**src/rtl/rggen_apb_host_bridge_pkg.sv**
```systemverilog
// +----------------------------------------------------------------------+
// | rggen_rtl_pkg : shared types for the APB host bridge                  |
// | Revision : 1.0                                                        |
// +----------------------------------------------------------------------+
`default_nettype none

package rggen_rtl_pkg;

  typedef enum logic {
    RGGEN_READ  = 1'b0,
    RGGEN_WRITE = 1'b1
  } rggen_direction;

  // Bit 1 of the status code flags an error response.
  typedef enum logic [1:0] {
    RGGEN_OKAY         = 2'b00,
    RGGEN_EXOKAY       = 2'b01,
    RGGEN_SLAVE_ERROR  = 2'b10,
    RGGEN_DECODE_ERROR = 2'b11
  } rggen_status;

  typedef enum logic [1:0] {
    ST_IDLE    = 2'd0,
    ST_BUSY    = 2'd1,
    ST_RESPOND = 2'd2
  } rggen_bridge_state;

endpackage

`default_nettype wire

```
**src/rtl/rggen_apb_host_bridge_if.sv**
```systemverilog
// +----------------------------------------------------------------------+
// | rggen_apb_if / rggen_bus_if : APB slave side and register-bus side    |
// | Revision : 1.0                                                        |
// +----------------------------------------------------------------------+
`default_nettype none

interface rggen_apb_if #(
  parameter int ADDRESS_WIDTH = 16,
  parameter int BUS_WIDTH     = 32
);
  logic                     psel;
  logic                     penable;
  logic [ADDRESS_WIDTH-1:0] paddr;
  logic                     pwrite;
  logic [BUS_WIDTH-1:0]     pwdata;
  logic [BUS_WIDTH/8-1:0]   pstrb;
  logic                     pready;
  logic [BUS_WIDTH-1:0]     prdata;
  logic                     pslverr;

  modport master (
    output psel, penable, paddr, pwrite, pwdata, pstrb,
    input  pready, prdata, pslverr
  );

  modport slave (
    input  psel, penable, paddr, pwrite, pwdata, pstrb,
    output pready, prdata, pslverr
  );
endinterface

interface rggen_bus_if
  import rggen_rtl_pkg::*;
#(
  parameter int ADDRESS_WIDTH = 16,
  parameter int BUS_WIDTH     = 32
);
  logic                     request;
  logic [ADDRESS_WIDTH-1:0] address;
  rggen_direction           direction;
  logic [BUS_WIDTH-1:0]     write_data;
  logic [BUS_WIDTH/8-1:0]   write_strobe;
  logic                     done;
  logic [BUS_WIDTH-1:0]     read_data;
  logic [1:0]               status;

  modport master (
    output request, address, direction, write_data, write_strobe,
    input  done, read_data, status
  );

  modport slave (
    input  request, address, direction, write_data, write_strobe,
    output done, read_data, status
  );
endinterface

`default_nettype wire

```
**src/rtl/rggen_timeout_counter.sv**
```systemverilog
// +----------------------------------------------------------------------+
// | rggen_timeout_counter : flags the LIMIT-th consecutive enabled cycle  |
// | Revision : 1.0                                                        |
// +----------------------------------------------------------------------+
`default_nettype none

module rggen_timeout_counter #(
  parameter int LIMIT = 8
)(
  input  wire logic clk,
  input  wire logic rst_n,
  input  wire logic clear,
  input  wire logic enable,
  output logic      expired
);
  localparam int CW = $clog2(LIMIT + 1);

  logic [CW-1:0] r_count;

  always_ff @(posedge clk or negedge rst_n) begin
    if (!rst_n) begin
      r_count <= '0;
    end else if (clear) begin
      r_count <= '0;
    end else if (enable && !expired) begin
      r_count <= r_count + 1'b1;
    end
  end

  // Count k-1 is held during the k-th enabled cycle.
  assign expired = enable && (r_count == CW'(LIMIT - 1));
endmodule

`default_nettype wire

```
**src/rtl/rggen_apb_host_bridge.sv**
```systemverilog
// +----------------------------------------------------------------------+
// | rggen_apb_host_bridge : APB slave to register-bus host bridge         |
// | Revision : 1.0                                                        |
// +----------------------------------------------------------------------+
`default_nettype none

module rggen_apb_host_bridge
  import rggen_rtl_pkg::*;
#(
  parameter int ADDRESS_WIDTH       = 16,
  parameter int LOCAL_ADDRESS_WIDTH = 16,
  parameter int BUS_WIDTH           = 32,
  parameter int TIMEOUT_CYCLES      = 0,
  parameter int USE_PSTRB           = 1
)(
  input  wire logic   clk,
  input  wire logic   rst_n,
  rggen_apb_if.slave  apb_if,
  rggen_bus_if.master bus_if
);
  localparam int STRB_WIDTH = BUS_WIDTH / 8;
  localparam int ALIGN_BITS = $clog2(STRB_WIDTH);
  localparam logic [LOCAL_ADDRESS_WIDTH-1:0] ALIGN_MASK =
    LOCAL_ADDRESS_WIDTH'((1 << ALIGN_BITS) - 1);

  rggen_bridge_state              r_state;
  rggen_bridge_state              w_next;
  logic                           w_start;
  logic                           w_out_of_range;
  logic                           w_timeout;
  logic [STRB_WIDTH-1:0]          w_strobe;
  logic [LOCAL_ADDRESS_WIDTH-1:0] r_addr;
  rggen_direction                 r_dir;
  logic [BUS_WIDTH-1:0]           r_wdata;
  logic [STRB_WIDTH-1:0]          r_strobe;
  logic [BUS_WIDTH-1:0]           r_rdata;
  logic                           r_slverr;

  wire w_unused = &{1'b0, apb_if.penable, apb_if.pstrb, bus_if.status[0]};

  if (ADDRESS_WIDTH > LOCAL_ADDRESS_WIDTH) begin : g_range_check
    assign w_out_of_range = |apb_if.paddr[ADDRESS_WIDTH-1:LOCAL_ADDRESS_WIDTH];
  end else begin : g_full_range
    assign w_out_of_range = 1'b0;
  end

  if (TIMEOUT_CYCLES > 0) begin : g_timeout
    rggen_timeout_counter #(
      .LIMIT (TIMEOUT_CYCLES)
    ) u_timeout_counter (
      .clk     (clk),
      .rst_n   (rst_n),
      .clear   (w_start),
      .enable  (r_state == ST_BUSY),
      .expired (w_timeout)
    );
  end else begin : g_no_timeout
    assign w_timeout = 1'b0;
  end

  always_comb begin
    w_strobe = '0;
    if (apb_if.pwrite) begin
      w_strobe = (USE_PSTRB != 0) ? apb_if.pstrb : '1;
    end
  end

  always_comb begin
    w_next  = r_state;
    w_start = 1'b0;
    case (r_state)
      ST_IDLE: begin
        if (apb_if.psel) begin
          w_start = 1'b1;
          w_next  = w_out_of_range ? ST_RESPOND : ST_BUSY;
        end
      end
      ST_BUSY: begin
        if (bus_if.done || w_timeout) begin
          w_next = ST_RESPOND;
        end
      end
      ST_RESPOND: w_next = ST_IDLE;
      default:    w_next = ST_IDLE;
    endcase
  end

  always_ff @(posedge clk or negedge rst_n) begin
    if (!rst_n) begin
      r_state <= ST_IDLE;
    end else begin
      r_state <= w_next;
    end
  end

  always_ff @(posedge clk or negedge rst_n) begin
    if (!rst_n) begin
      r_addr   <= '0;
      r_dir    <= RGGEN_READ;
      r_wdata  <= '0;
      r_strobe <= '0;
    end else if (w_start) begin
      r_addr   <= apb_if.paddr[LOCAL_ADDRESS_WIDTH-1:0] & ~ALIGN_MASK;
      r_dir    <= apb_if.pwrite ? RGGEN_WRITE : RGGEN_READ;
      r_wdata  <= apb_if.pwdata;
      r_strobe <= w_strobe;
    end
  end

  // done wins over a timeout expiring in the same cycle.
  always_ff @(posedge clk or negedge rst_n) begin
    if (!rst_n) begin
      r_rdata  <= '0;
      r_slverr <= 1'b0;
    end else if (w_start) begin
      r_rdata  <= '0;
      r_slverr <= w_out_of_range;
    end else if (r_state == ST_BUSY) begin
      if (bus_if.done) begin
        r_rdata  <= bus_if.read_data;
        r_slverr <= bus_if.status[1];
      end else if (w_timeout) begin
        r_rdata  <= '0;
        r_slverr <= 1'b1;
      end
    end
  end

  assign bus_if.request      = (r_state == ST_BUSY);
  assign bus_if.address      = r_addr;
  assign bus_if.direction    = r_dir;
  assign bus_if.write_data   = r_wdata;
  assign bus_if.write_strobe = r_strobe;

  assign apb_if.pready  = (r_state == ST_RESPOND);
  assign apb_if.prdata  = (r_state == ST_RESPOND) ? r_rdata : '0;
  assign apb_if.pslverr = (r_state == ST_RESPOND) && r_slverr;
endmodule

`default_nettype wire
```
**src/flat_wrapper.sv**
```systemverilog
// flat-port wrapper written by rule: the top's interface ports become plain ports
module rggen_apb_host_bridge_flat import rggen_rtl_pkg::*;
#(
  parameter int ADDRESS_WIDTH       = 16,
  parameter int LOCAL_ADDRESS_WIDTH = 16,
  parameter int BUS_WIDTH           = 32,
  parameter int TIMEOUT_CYCLES      = 0,
  parameter int USE_PSTRB           = 1
)
  (clk, rst_n, apb_if_psel, apb_if_penable, apb_if_paddr, apb_if_pwrite, apb_if_pwdata, apb_if_pstrb, apb_if_pready, apb_if_prdata, apb_if_pslverr, bus_if_request, bus_if_address, bus_if_direction, bus_if_write_data, bus_if_write_strobe, bus_if_done, bus_if_read_data, bus_if_status);
  rggen_apb_if #(.ADDRESS_WIDTH(ADDRESS_WIDTH), .BUS_WIDTH(BUS_WIDTH)) apb_if_i ();
  rggen_bus_if #(.ADDRESS_WIDTH(ADDRESS_WIDTH), .BUS_WIDTH(BUS_WIDTH)) bus_if_i ();
  input  wire logic clk;
  input  wire logic rst_n;
  input wire logic [$bits(apb_if_i.psel)-1:0] apb_if_psel;
  input wire logic [$bits(apb_if_i.penable)-1:0] apb_if_penable;
  input wire logic [$bits(apb_if_i.paddr)-1:0] apb_if_paddr;
  input wire logic [$bits(apb_if_i.pwrite)-1:0] apb_if_pwrite;
  input wire logic [$bits(apb_if_i.pwdata)-1:0] apb_if_pwdata;
  input wire logic [$bits(apb_if_i.pstrb)-1:0] apb_if_pstrb;
  output wire logic [$bits(apb_if_i.pready)-1:0] apb_if_pready;
  output wire logic [$bits(apb_if_i.prdata)-1:0] apb_if_prdata;
  output wire logic [$bits(apb_if_i.pslverr)-1:0] apb_if_pslverr;
  output wire logic [$bits(bus_if_i.request)-1:0] bus_if_request;
  output wire logic [$bits(bus_if_i.address)-1:0] bus_if_address;
  output wire logic [$bits(bus_if_i.direction)-1:0] bus_if_direction;
  output wire logic [$bits(bus_if_i.write_data)-1:0] bus_if_write_data;
  output wire logic [$bits(bus_if_i.write_strobe)-1:0] bus_if_write_strobe;
  input wire logic [$bits(bus_if_i.done)-1:0] bus_if_done;
  input wire logic [$bits(bus_if_i.read_data)-1:0] bus_if_read_data;
  input wire logic [$bits(bus_if_i.status)-1:0] bus_if_status;
  assign apb_if_i.psel = apb_if_psel;
  assign apb_if_i.penable = apb_if_penable;
  assign apb_if_i.paddr = apb_if_paddr;
  assign apb_if_i.pwrite = apb_if_pwrite;
  assign apb_if_i.pwdata = apb_if_pwdata;
  assign apb_if_i.pstrb = apb_if_pstrb;
  assign apb_if_pready = apb_if_i.pready;
  assign apb_if_prdata = apb_if_i.prdata;
  assign apb_if_pslverr = apb_if_i.pslverr;
  assign bus_if_request = bus_if_i.request;
  assign bus_if_address = bus_if_i.address;
  assign bus_if_direction = bus_if_i.direction;
  assign bus_if_write_data = bus_if_i.write_data;
  assign bus_if_write_strobe = bus_if_i.write_strobe;
  assign bus_if_i.done = bus_if_done;
  assign bus_if_i.read_data = bus_if_read_data;
  assign bus_if_i.status = bus_if_status;
  rggen_apb_host_bridge #(.ADDRESS_WIDTH(ADDRESS_WIDTH), .LOCAL_ADDRESS_WIDTH(LOCAL_ADDRESS_WIDTH), .BUS_WIDTH(BUS_WIDTH), .TIMEOUT_CYCLES(TIMEOUT_CYCLES), .USE_PSTRB(USE_PSTRB)) u_core (.clk(clk), .rst_n(rst_n), .apb_if(apb_if_i), .bus_if(bus_if_i));
endmodule
```
**config.mk**
```make
export PLATFORM = sky130hd
export DESIGN_NAME = rggen_apb_host_bridge_flat
export DESIGN_NICKNAME = d
export VERILOG_FILES = /design/src/rtl/rggen_apb_host_bridge_pkg.sv /design/src/rtl/rggen_apb_host_bridge_if.sv /design/src/rtl/rggen_timeout_counter.sv /design/src/rtl/rggen_apb_host_bridge.sv /design/src/flat_wrapper.sv
export SDC_FILE = /design/constraint.sdc
export NUM_CORES = 1
export LEC_CHECK = 0
export CAP_MARGIN = 20
export CORE_MARGIN = 1
export CORE_UTILIZATION = 45
export DETAILED_ROUTE_END_ITERATION = 6
export PLACE_DENSITY = 0.86
export SYNTH_ARGS = -nofsm -noshare
export SYNTH_HDL_FRONTEND = slang
export SYNTH_SLANG_ARGS = --single-unit
```
**constraint.sdc**
```tcl
create_clock -name clk -period 3.3 [get_ports clk]
set_clock_uncertainty 0.05 [all_clocks]
set_input_delay 0.66 -clock clk [delete_from_list [all_inputs] [get_ports clk]]
set_output_delay 0.66 -clock clk [all_outputs]
set_load 0.02 [all_outputs]
```
; Word-level counts from Yosys, hierarchy flattened
; Cells that the tools add are included.
[totals]
ff_bits = 86
in_bits = 92
out_inout_bits = 88
elab_cells = 31
[classes]
eq_ne = 4
n_mux = 14
reduce_logical = 6
[ops]
columns = op, count
row1 = $mux 32, 4
row2 = $mux 1, 6
row3 = $mux 2, 2
row4 = $mux 4, 1
row5 = $pmux 2 s2, 1
row6 = $reduce_and 2->1, 2
row7 = $reduce_bool 2->1, 2
row8 = $eq 2x1->1 const B, 1
row9 = $eq 2x2->1 const B, 1
row10 = $logic_not 2->1, 1
row11 = $ne 2x1->1 const B, 1
row12 = $ne 2x2->1 const B, 1
row13 = $logic_and 1x1->1, 1

; Longest topological paths before layout
; Gate-level depths: netlist (run 1).
[logic_depth]
ltp_word = 4
ltp_mapped = 5
depth_no_buf = 2

; Worst setup path after synthesis (run 1)
; OpenSTA, ideal clock, no wires.
[synth_path]
path_type = reg-to-output
startpoint = register u_core.r_state[0]
endpoint = output apb_if_prdata[22]
arrival_ns = 1.240
t_required_ns = 2.590
path_slack_ns = 1.350
stages_incl_launch_ff = 5
path_buffers = 2
cell_sequence = dfrtp_1 buf_2 nor2b_1 buf_2 and2_1
[synth_between]
elab_chain_cells = 2
[synth_lines]
columns = element, line_no
row1 = "start, declared", rggen_apb_host_bridge.sv:26  ; rggen_bridge_state r_state;
row2 = "start signal, assigned", rggen_apb_host_bridge.sv:92  ; r_state <= w_next;
row3 = $eq 2x2->1, n/a
row4 = net apb_if_pready, flat_wrapper.sv:21  ; output wire logic [$bits(apb_if_i.pready)-1:0] apb_if_pready;
row5 = $mux 32, rggen_apb_host_bridge.sv:136  ; assign apb_if.prdata = (r_state == ST_RESPOND) ? r_rdata : '0;
row6 = "end, declared", flat_wrapper.sv:22  ; output wire logic [$bits(apb_if_i.prdata)-1:0] apb_if_prdata;
; The timed path passes the listed nets, and every way through them passes these cells.

; Worst setup path in the final report (run 1)
[layout_path]
startpoint = register u_core.r_state[0]
endpoint = output bus_if_request
[layout_between]
elab_chain_cells = 1
[layout_lines]
columns = element, line_no
row1 = $eq 2x1->1, rggen_apb_host_bridge.sv:129  ; assign bus_if.request = (r_state == ST_BUSY);
row2 = "end, declared", flat_wrapper.sv:24  ; output wire logic [$bits(bus_if_i.request)-1:0] bus_if_request;
; Every way passes these cells.

==> impl_metrics.csv, run 1 <==
group,metric,value,unit
run_status,status,"completed",
power,leakage,2.45,nW
detailed_routing,routedWlPerCell,16.6,um
power,p_seq_share,37.7,%
setup_path,slowest_stage,"clkdlybuf4s50_1",
timing,worstMarginPinSlew,753,ps
timing,whs,251,ps
detailed_routing,num_vias,3202,
global_routing,grt_util_all_layers,22.6,%
floorplanning,initial_core_util,47.4,%
yosys,synthFlopType,"dfrtp_1",
power,intPower,0.00309,W
setup_path,worstPathCellList,"buf_4 > inv_1 > nor2_1 > clkdlybuf4s50_1",
floorplanning,ios,180,
clock_network,clock_path_buffers,2,
clock_network,clock_latency,340,ps
detailed_routing,viasPerCell,5.15,
clock_network,cts_tree,"done",
power,peakVddDrop,0.345,mV
clock_network,cts-htree-levels,3,
timing,fin_crit_sh,86.5,%
detailed_routing,drt-initial-drc-count,64,
timing,finalHoldViolations,0,
global_routing,antenna_found_initial,0,
final_layout,layout_commonest_cell,"clkdlybuf4s50_1",
placement,finalWeightedCongestion,0.734,
final_layout,nets,604,
timing,maxSlewHeadroom,49.8,%
yosys,synthCells,348,
floorplanning,fp.coreArea,0.00838,mm2
final_layout,final_area,0.00593,mm2
placement,place_area,0.00573,mm2
timing,fmax,350,MHz
yosys,synth_area_per_cell,11.4,um2
global_routing,grt_overflow,0,
detailed_routing,drc,0,
job,cap_violations,0,
clock_network,cts_setup_buffers,0,
clock_network,cts_root_buf,"clkbuf_8",
final_layout,area_growth,49.2,%
floorplanning,die_h,96.0,um
clock_network,holdBufCountCts,0,
placement,hpwlAfterDp,7.51,mm
floorplanning,fp-row-count,33,
power,p_sw,0.00187,W
yosys,netlist_area,0.00397,mm2
power,p_clk_share,14.9,%
setup_path,critPathMaxStageDelay,620,ps
setup_path,cp-end-kind,"primary output",
power,p_comb_share,47.4,%
final_layout,utilization,70.8,%
detailed_routing,routed_wl,10.3,mm
timing,tns,0,ps
setup_path,start_kind,"flop",
hold_path,hold_class,"in2async",
final_layout,stdcell_count,622,
timing,slew_violations,0,
clock_network,numCtsBuffers,9,
setup_path,path_delay_family,"buffers and inverters",
setup_path,cp_max_fo,70,
global_routing,grt_pass1_vias,3189,
power,p_sw_share,37.7,%
yosys,seq_area_frac_synth,54.2,%
clock_network,cts_resized,0,
setup_path,path_buf_inv,3,
clock_network,clk_pin_slew,90,ps
placement,dp.cells,606,
yosys,synthArstFlopShare,100,%
timing,period_minus_slack,2850,ps
placement,io_buffers,173,
final_layout,n_antenna_cell,0,
yosys,ys_warn_count,0,
yosys,synth_seq_cells,86,
global_routing,grt_max_degree,71,
setup_path,crit_type,"reg2out",
detailed_routing,postRouteAntennaNets,0,
setup_path,critPathArrivalTime,2140,ps
yosys,synth_edf_count,0,
clock_network,clock_sinks,86,
power,p_per_area,837,mW/mm2
timing,rsz0062_at_grt,"false",
final_layout,drive_gt1_share,13.0,%
global_routing,grt_first_pass_wirelength,15.7,mm
floorplanning,die_x,96.0,um
setup_path,cp.required,2590,ps
detailed_routing,drtPass1Iterations,4,
timing,setup_viol,0,
final_layout,final_cell_mix,"clkdlybuf4s50_1 (172), dfrtp_1 (85), inv_1 (38), mux2_2 (38), nand2_1 (37)",
floorplanning,die_area,0.00921,mm2
yosys,synth_cell_types,21,
==> path summary, 6_finish.rpt <==
path                            depth (start not counted)                      from  slack [ps]                      endpoint
worst max-delay path                                    4         u_core.r_state[0]         450                bus_if_request
worst min-delay path                                    1                     rst_n         250            u_core.r_rdata[20]
worst max register to register                          4         u_core.r_state[0]        1120  u_core.bus_if.write_data[10]
worst min register to register                          1  u_core.bus_if.address[7]         440      u_core.bus_if.address[7]
max in group asynchronous                               2                     rst_n        2210      u_core.bus_if.address[8]
min in group clk                                        1  u_core.bus_if.address[7]         440      u_core.bus_if.address[7]
==> area by class of cell <==
| cell class | instances | area, um2 |
|---|---|---|
| Clock inverter | 7 | 72.6 |
| Tap cell | 105 | 131 |
| Clock buffer | 9 | 124 |
| Fill cell | 593 | 2450 |
| Timing Repair Buffer | 181 | 1790 |
| Multi-Input combinational cell | 196 | 1520 |
| Inverter | 38 | 143 |
| Sequential cell | 86 | 2150 |
==> kinds of logic (layout without fill, tap and decap cells) <==
logic type             Yosys count  in the layout  synth area share, %
AND/OR/NAND/NOR                108            108                 15.9
flip-flops                      86             86                 54.2
buffers and inverters           67            235                 7.81
multiplexers                    51             51                 14.3
AO/OA/AOI/OAI                   35             35                 7.71
other                            1              2               0.0944
==> Yosys cell counts (2+ instances only) <==
cell	instances	area, um2
o221ai_1	33	289
and2_1	33	206
nand3b_1	33	248
mux2_1	9	101
mux2_2	38	428
buf_6	5	56.3
buf_2	11	55.1
mux2i_1	4	40.0
buf_4	2	15.0
dfrtp_1	86	2150
inv_1	38	143
clkbuf_1	9	33.8
buf_1	2	7.51
nand2_1	37	139
nor2_1	2	7.51
==> worst register-to-register path, cell delays in order (launching register included) <==
cell and delay [ps]:
dfrtp_2 420, buf_4 340, nor3b_4 250, buf_4 570
mux2_2 430
==> through the flow <==
stage / total power, W / setup WS [ps]
2_1_floorplan: 0.00318 / 1350
6_report: 0.00496 / 447
5_1_grt: 0.00525 / 292
3_5_place_dp: 0.00427 / 806
4_1_cts: 0.00501 / 444
3_3_place_gp: 0.00416 / 853
==> metal layers <==
layer	vias to the layer above	wire length [um]	GRT usage, %
met5	-	0	0
met4	0	45	5.22
met3	5	786	5.37
met2	109	5340	41.8
met1	1583	4170	26.3
li1	1505	-	-
==> registers in the layout, indices dropped and copies added, names as in the netlist <==
signal and flops:
u_core.bus_if.address 14, u_core.r_slverr 1, u_core.bus_if.write_data 32, u_core.r_rdata 32, u_core.bus_if.direction 1, u_core.r_state 2
u_core.bus_if.write_strobe 4
==> power groups by stage <==
stage / logic (W) / clock network [W] / registers [W]
2_1_floorplan: 0.000941 / 0 / 0.00223
3_3_place_gp: 0.00231 / 0 / 0.00185
3_5_place_dp: 0.00238 / 0 / 0.00190
4_1_cts: 0.00238 / 0.000757 / 0.00187
5_1_grt: 0.00252 / 0.000790 / 0.00194
6_report: 0.00235 / 0.000739 / 0.00187
(Power assumes the default switching activity.)
==> run 2: changes to the inputs <==
--- a/config.mk
+++ b/config.mk
@@ -5,7 +5,7 @@
 export SDC_FILE = /design/constraint.sdc
 export NUM_CORES = 1
 export LEC_CHECK = 0
-export CAP_MARGIN = 20
+export CAP_MARGIN = 5
 export CORE_MARGIN = 1
 export CORE_UTILIZATION = 45
 export DETAILED_ROUTE_END_ITERATION = 6
==> results of run 2 <==
Final layout, timing and power as in run 1 (identical DEF).
